===== src/rtl/ecall_halt_controller_pkg.sv =====
// ecall_halt_controller_pkg: shared opcodes, FSM encoding and ECALL-halt defaults.
package ecall_halt_controller_pkg;
    localparam logic [6:0] OPC_ECALL  = 7'b1110011;
    localparam logic [6:0] OPC_OP_IMM = 7'b0010011;
    localparam logic [6:0] OPC_LOAD   = 7'b0000011;
    localparam int ARG_REG_DEF   = 17;
    localparam int HALT_CODE_DEF = 10;
    typedef enum logic [1:0] {
        RUN    = 2'd0,
        DRAIN  = 2'd1,
        HALTED = 2'd2
    } state_t;
endpackage


===== src/rtl/ecall_halt_controller_arg_forward.sv =====
// ecall_arg_forward: resolves the ECALL argument register with EX/MEM > MEM/WB > RF priority.
module ecall_arg_forward
    import ecall_halt_controller_pkg::*;
#(
    parameter int XLEN    = 32,
    parameter int ARG_REG = ARG_REG_DEF
) (
    input  logic            ex_mem_reg_write,
    input  logic            ex_mem_mem_read,
    input  logic [4:0]      ex_mem_rd,
    input  logic [XLEN-1:0] ex_mem_alu_out,
    input  logic            mem_wb_reg_write,
    input  logic [4:0]      mem_wb_rd,
    input  logic [XLEN-1:0] mem_wb_wdata,
    input  logic [XLEN-1:0] rf_arg_data,
    output logic [XLEN-1:0] arg_value,
    output logic            arg_pending
);
    localparam logic [4:0] ARG = 5'(ARG_REG);
    logic ex_hit, wb_hit;
    always_comb begin
        ex_hit      = ex_mem_reg_write && ex_mem_rd == ARG;
        wb_hit      = mem_wb_reg_write && mem_wb_rd == ARG;
        arg_value   = ex_hit ? ex_mem_alu_out : wb_hit ? mem_wb_wdata : rf_arg_data;
        arg_pending = ex_hit && ex_mem_mem_read;
    end
endmodule


===== src/rtl/ecall_halt_controller.sv =====
// ecall_halt_controller: detects a halting ECALL in ID/EX, drains older work, then halts stickily.
module ecall_halt_controller
    import ecall_halt_controller_pkg::*;
#(
    parameter int XLEN         = 32,
    parameter int ARG_REG      = ARG_REG_DEF,
    parameter int HALT_CODE    = HALT_CODE_DEF,
    parameter int DRAIN_CYCLES = 3
) (
    input  logic            clk,
    input  logic            reset,
    input  logic            id_ex_valid,
    input  logic            id_ex_is_ecall,
    input  logic            ex_mem_reg_write,
    input  logic            ex_mem_mem_read,
    input  logic [4:0]      ex_mem_rd,
    input  logic [XLEN-1:0] ex_mem_alu_out,
    input  logic            mem_wb_reg_write,
    input  logic [4:0]      mem_wb_rd,
    input  logic [XLEN-1:0] mem_wb_wdata,
    input  logic [XLEN-1:0] rf_arg_data,
    output logic            stall_front,
    output logic            flush_id_ex,
    output logic            flush_if_id,
    output logic            is_halted
);
    localparam int CW = $clog2(DRAIN_CYCLES + 1);
    state_t          state;
    logic [CW-1:0]   drain_cnt;
    logic [XLEN-1:0] arg_value;
    logic            arg_pending, ecall_seen, halt_req, run;

    ecall_arg_forward #(.XLEN(XLEN), .ARG_REG(ARG_REG)) u_fwd (
        .ex_mem_reg_write(ex_mem_reg_write),
        .ex_mem_mem_read (ex_mem_mem_read),
        .ex_mem_rd       (ex_mem_rd),
        .ex_mem_alu_out  (ex_mem_alu_out),
        .mem_wb_reg_write(mem_wb_reg_write),
        .mem_wb_rd       (mem_wb_rd),
        .mem_wb_wdata    (mem_wb_wdata),
        .rf_arg_data     (rf_arg_data),
        .arg_value       (arg_value),
        .arg_pending     (arg_pending)
    );

    always_comb begin
        ecall_seen  = id_ex_valid && id_ex_is_ecall;
        halt_req    = ecall_seen && !arg_pending && arg_value == XLEN'(HALT_CODE);
        run         = state == RUN;
        // gated by reset so an ECALL held in ID/EX cannot leak through while in reset
        stall_front = !reset && (run ? ecall_seen && (arg_pending || halt_req) : 1'b1);
        flush_if_id = !reset && run && halt_req;
        flush_id_ex = !reset && !run;
        is_halted   = !reset && state == HALTED;
    end

    always_ff @(posedge clk or posedge reset) begin
        if (reset) begin
            state     <= RUN;
            drain_cnt <= '0;
        end else begin
            case (state)
                RUN: if (halt_req) begin
                    state     <= DRAIN;
                    drain_cnt <= CW'(1);
                end
                DRAIN: begin
                    drain_cnt <= drain_cnt + CW'(1);
                    if (drain_cnt == CW'(DRAIN_CYCLES)) state <= HALTED;
                end
                default: state <= HALTED;
            endcase
        end
    end
endmodule

===== config.mk =====
export PLATFORM = sky130hd
export DESIGN_NAME = ecall_halt_controller
export DESIGN_NICKNAME = d
export VERILOG_FILES = /design/src/rtl/ecall_halt_controller_pkg.sv /design/src/rtl/ecall_halt_controller_arg_forward.sv /design/src/rtl/ecall_halt_controller.sv
export SDC_FILE = /design/constraint.sdc
export NUM_CORES = 1
export LEC_CHECK = 0
export CORE_ASPECT_RATIO = 0.75
export CORE_MARGIN = 4
export CORE_UTILIZATION = 19
export CTS_BUF_LIST = sky130_fd_sc_hd__clkbuf_4
export CTS_CLUSTER_DIAMETER = 30
export DETAILED_ROUTE_END_ITERATION = 12
export PLACE_DENSITY_LB_ADDON = 0.25
export SLEW_MARGIN = 20
export SYNTH_ARGS = -nofsm -noshare
export SYNTH_HDL_FRONTEND = slang
export SYNTH_SLANG_ARGS = --single-unit

===== constraint.sdc =====
create_clock -name clk -period 5.35 [get_ports clk]
set_input_delay 1.07 -clock clk [delete_from_list [all_inputs] [get_ports clk]]
set_output_delay 1.07 -clock clk [all_outputs]
set_load 0.03 [all_outputs]

==> out/metrics.cfg, run 1 <==
[outcome]
status = complete, no violations

[timing]
fin_worst_skew_ns = 0.00106
fmax_mhz = 202
setup_viol = 0
worst_pin_slew_ns = 0.503
rsz0062_at_grt = false
drv_slew = 0
fin_crit_ns = 4.95
tns_ns = 0
period_share_pct = 92.5
relSlewSlack_pct = 66.3
hold_violations = 0

[clock_network]
clk_pin_slew_ns = 0.03
insertion_delay_ns = 0.23
cts_setup_buffers = 0
cts_buffers = 3
htreeDepth = 1
cts_tree = done
ctsHoldBuffers = 0
postCtsResizedCells = 0
cts.sinks = 4
clk_path_buf_depth = 2
root_buffer = clkbuf_4

[synthesis]
synthTopCellsByArea = nor4_1 (23%), dfrtp_1 (19%), nor4b_1 (6.8%), nand4_1 (6.1%), a221oi_2 (5.8%)
syn_area_sq_um = 517
muxShareOfSynthArea_pct = 0
yosys.area_share.simple_pct = 56.7
postSynthNetCount = 176
synth_compound_area_share_pct = 20.1
synthXorXnorAreaFrac_pct = 0
synth_cells = 62
ys.flop_type = dfrtp_1
yosys_warnings = 0
synth-adder-area-share_pct = 2.42
synth-edff-count = 0
yosys_register_bits = 4
synth_cell_type_count = 23
synth_area_leader_cell = nor4_1
ys_seq_area_share_pct = 19.4
synth_top_family_by_area = simple AND/OR/NAND/NOR gates
syn_avg_cell_area_sq_um = 8.33
yosysTopAreaCellShare_pct = 23.0
synthArstFlopShare_pct = 100

[worst_hold_path]
whs_endpoint = drain_cnt[0]
min_from = drain_cnt[0]
holdCritPathClass = flop to flop
hold_path_depth = 1

[pwr]
p_leak_nw = 0.599
vdd.ir_drop.worst_v = 0.0000382
power_density_nw_per_um2 = 92.6

[finish]
drive_gt1_share_pct = 4.42
fin_util_pct = 67.1
synthToLayoutAreaGrowth_pct = 238
fill_cells = 217
mostFrequentLayoutCell = clkdlybuf4s50_1
most-common-layout-cells = clkdlybuf4s50_1 (116), nor4_1 (19), nand4_1 (5)
layout.nets = 297
diodes = 0

[place]
gp_congestion = 0.787
dp_hpwl_mm = 3.16
io_buffer_count = 116

[critical_path]
reg2reg_depth = 3
setup.worst_path.start_class = input pin
r2r_end = drain_cnt[1]
endpoint_kind = output port
path_class = input pin to output port
r2r_setup_slack_ns = 4.17
worstPathArrival_ns = 3.88
cp.required_ns = 4.28
crit_fanout = 5
r2r-start = drain_cnt[0]

[routing]
via_per_inst = 4.90
vias = 1064
drtPass1Iterations = 2
routed_wl_mm = 3.21
drt-initial-drc-count = 5
ant_nets = 0
wl_per_cell_um = 14.8
route.detailed.drc = 0

[global_routing]
grtUsageMet3_pct = 6.79
grt_pass1_wl_mm = 4.57
grt_max_degree = 9
track_usage_pct = 16.8
grtUsageMet2_pct = 35.5
antenna_found_initial = 0
grtUsageMet1_pct = 13.4
grt_busiest_layer = met2
first_global_vias = 1163
grt-ovfl-total = 0

[floorplanning]
die_x_um = 68.2
rows = 16
initial_core_util_pct = 19.9
fp.dieH_um = 53.2
coreArea_sq_um = 2600
pin_count = 117
dieArea_sq_um = 3630

[flow_run]
maxCapViolations = 0

## report_power, final
group / leakage [nW] / switching, mW / internal, mW / total [mW]
sequential: 0.0507 / 0 / 0.0304 / 0.0304
combinational: 0.535 / 0.0175 / 0.0767 / 0.0942
clock: 0.0138 / 0.0119 / 0.0251 / 0.0370
## kinds of logic (layout without fill, tap and decap cells)
logic type	after synthesis	after routing
AO/OA/AOI/OAI	9	9
adder cells (fa/ha/maj)	1	1
buffers and inverters	2	121
flip-flops	4	4
AND/OR/NAND/NOR	46	46
## how the worst max path moves through the flow
| stage | startpoint | to | slack, ns |
|---|---|---|---|
| CTS | ex_mem_alu_out[10] | stall_front | 0.38 |
| finish | ex_mem_alu_out[10] | stall_front | 0.40 |
| floorplan | ex_mem_alu_out[10] | flush_if_id | 0.89 |
| global route | ex_mem_alu_out[10] | flush_if_id | 0.28 |
| detailed placement | ex_mem_alu_out[10] | stall_front | 0.38 |
| global placement | ex_mem_alu_out[10] | stall_front | 0.41 |
## area by class of cell
type / instances / area [sq um] / area share [%]
well taps: 36 / 45.0 / 2.58
multi-input cells: 56 / 409 / 23.4
clock buffers: 3 / 22.5 / 1.29
inverters: 2 / 7.51 / 0.430
flip-flops and latches: 4 / 100 / 5.73
repair buffers: 116 / 1160 / 66.5
## Yosys cell counts (all sizes together), types with 2 or more instances
library cell and number:
nand4 5, dfrtp 4, nor3 2, nor4b 4
nor4bb 2, nor2 4, or4 2, nand3 2
nor3b 2, o31ai 2, inv 2, a221oi 2
nor4 19
## through the flow
stage	area, sq um	setup WS [ns]	hold WS, ns	power, mW	cells
final	1750	0.404	0.522	0.162	217
after CTS	1750	0.378	0.521	0.164	217
after detailed placement	1720	0.379	0.516	0.126	214
after global routing	1750	0.284	0.560	0.170	217
after global placement	1720	0.414	0.503	0.123	214
after floorplan	517	0.887	0.490	0.0402	62
## layer usage
metal,vias up,routed length (um)
met1,471,967
met5,-,0
met3,8,432
met2,70,1740
met4,0,77
li1,515,-
## flip-flops by register name, indices dropped and copies added, names as in the netlist
signal and flops:
state 2, drain_cnt 2
## worst max-delay path: stages
cell	delay, ns
clkdlybuf4s50_1	0.39
or4_1	0.52
or4_1	0.50
o32ai_2	0.28
o31ai_2	0.17
a221oi_2	0.25
clkdlybuf4s50_1	0.70
Note: power is estimated with default switching activity, not from simulation.
==> inputs of run 2 (changes only) <==
Settings changed: CTS_CLUSTER_DIAMETER 30 to 40.
==> results of run 2 <==
Same layout as run 1: the final DEF is identical, and so are final timing and power.
==> inputs of run 3 (changes only) <==
Settings changed: CORE_UTILIZATION 19 to 18.
Clock period 5.35 ns to 4.68 ns, I/O delays scaled along.
==> run 3 against run 2 <==
Compared with the run above: highest routed layer unchanged; first-iteration DRC count rose to 6.8 times the previous value; critical path depth did not move; design area rose by 0.22%; sequential power rose by 14%.
==> out/metrics.cfg, run 3 (synthesized netlist as in run 1, its figures left out) <==
[timing]
hold_violations = 0
drv_slew = 0
relSlewSlack_pct = 75.0
fin_worst_skew_ns = 0.00447
fin_crit_ns = 4.37
period_share_pct = 93.4
rsz0062_at_grt = false
fmax_mhz = 229
worst_pin_slew_ns = 0.370
setup_viol = 0
tns_ns = 0

[routing]
wl_per_cell_um = 17.1
drtPass1Iterations = 4
routed_wl_mm = 3.72
route.detailed.drc = 0
via_per_inst = 4.79
drt-initial-drc-count = 34
vias = 1045
ant_nets = 0

[critical_path]
critPathBufInv = 2
crit_fanout = 2
endpoint_kind = output port
cp_cell_sequence = clkdlybuf4s50_1 > or4_1 > or4_1 > o32ai_2 > o31ai_2 > nor4_1 > dlygate4sd2_1
crit_top_cell = or4_1
slowest_stage = or4_1
slowest_delay_ns = 0.52
setup.worst_path.start_class = input pin
critical_path.top_delay_family = simple AND/OR/NAND/NOR gates
path_class = input pin to output port
cp.required_ns = 3.74
worstPathArrival_ns = 3.44

[flow_run]
maxCapViolations = 0

[pwr]
p_leak_nw = 0.609
clkPwrFrac_pct = 22.6
vdd.ir_drop.worst_v = 0.0000739
power_density_nw_per_um2 = 106
intPower_mw = 0.151
comb_power_share_pct = 58.6
p_switching_mw = 0.0342
seq_power_share_pct = 18.8
p_sw_share_pct = 18.5

[global_routing]
grt_pass1_wl_mm = 5.75
track_usage_pct = 19.6
first_global_vias = 1195
grt_max_degree = 9
grt-ovfl-total = 0
antenna_found_initial = 0

[floorplanning]
rows = 16
fp.dieH_um = 54.4
pin_count = 117
coreArea_sq_um = 2680
initial_core_util_pct = 19.3
dieArea_sq_um = 3800
die_x_um = 69.9

[clock_network]
clk_pin_slew_ns = 0.04
insertion_delay_ns = 0.23
cts_tree = done
ctsHoldBuffers = 0
htreeDepth = 1
cts_buffers = 3
root_buffer = clkbuf_4
clk_path_buf_depth = 2
cts_setup_buffers = 0
cts.sinks = 4

[place]
io_buffer_count = 116
gp_congestion = 0.824
dp_cells = 215
place_area_sq_um = 1730

[finish]
fin_util_pct = 65.2
largestRegisters = drain_cnt (2), state (2)
final_area_sq_um = 1750
layout.nets = 298
synthToLayoutAreaGrowth_pct = 238
finalNonFillerCells = 218
mostFrequentLayoutCell = clkdlybuf4s50_1
most-common-layout-cells = clkdlybuf4s50_1 (114), nor4_1 (19), nand4_1 (5)
drive_gt1_share_pct = 5.49
diodes = 0

[outcome]
status = complete, no violations

[worst_hold_path]
holdCritPathClass = flop to flop

==> run 3: cell count changes in the layout (fill, tap and decap cells not counted) <==
cell             previous run  this run
clkdlybuf4s50_1           116       114
buf_4                       0         2
dlygate4sd2_1               0         1
==> run 3: final timing paths <==
kind / slack [ns] / cells after the start / startpoint / to
max in group asynchronous: 3.49 / 2 / reset / state[1]
worst min register to register: 0.54 / 1 / drain_cnt[0] / drain_cnt[0]
worst max-delay path: 0.31 / 7 / ex_mem_alu_out[10] / flush_if_id
worst min-delay path: 0.54 / 1 / drain_cnt[0] / drain_cnt[0]
worst max register to register: 3.46 / 3 / drain_cnt[0] / drain_cnt[1]
min in group asynchronous: 1.04 / 2 / reset / drain_cnt[1]
==> run 3: cell type report <==
cell class | count | area, sq um
multi-input cells | 56 | 409
repair buffers | 117 | 1160
inverters | 2 | 7.51
flip-flops and latches | 4 | 100
clock buffers | 3 | 22.5
fillers | 227 | 933
well taps | 36 | 45.0
==> run 3: stage by stage <==
| step | setup slack [ns] | power [mW] | hold WS [ns] |
|---|---|---|---|
| floorplan | 0.485 | 0.0459 | 0.490 |
| global placement | 0.0705 | 0.141 | 0.505 |
| detailed placement | 0.0164 | 0.144 | 0.537 |
| CTS | 0.294 | 0.187 | 0.541 |
| global route | 0.155 | 0.197 | 0.571 |
| finish | 0.307 | 0.185 | 0.542 |
==> run 3: worst reg2reg max path: stages, from the launching register on <==
cell and delay (ns):
dfrtp_1 0.42, ha_1 0.31, a22o_1 0.18, a31o_1 0.19
==> run 3: timing repair <==
action	CTS	global route
hold endpoints to repair	0	0
endpoints found under the setup margin	1	0
resized for setup	1	0
==> run 3: power by group through the flow <==
stage / clock network [mW] / registers, mW / logic, mW
5_1_grt: 0.0473 / 0.0347 / 0.115
3_5_place_dp: 0 / 0.0352 / 0.109
3_3_place_gp: 0 / 0.0352 / 0.106
6_report: 0.0419 / 0.0348 / 0.109
4_1_cts: 0.0427 / 0.0348 / 0.109
2_1_floorplan: 0 / 0.0352 / 0.0107
==> run 3: layer usage <==
metal | global-route usage (%) | routed length [um]
met2 | 48.6 | 2270
met1 | 15.5 | 1160
met3 | 6.06 | 273
met5 | 0 | 0
met4 | 0.955 | 21
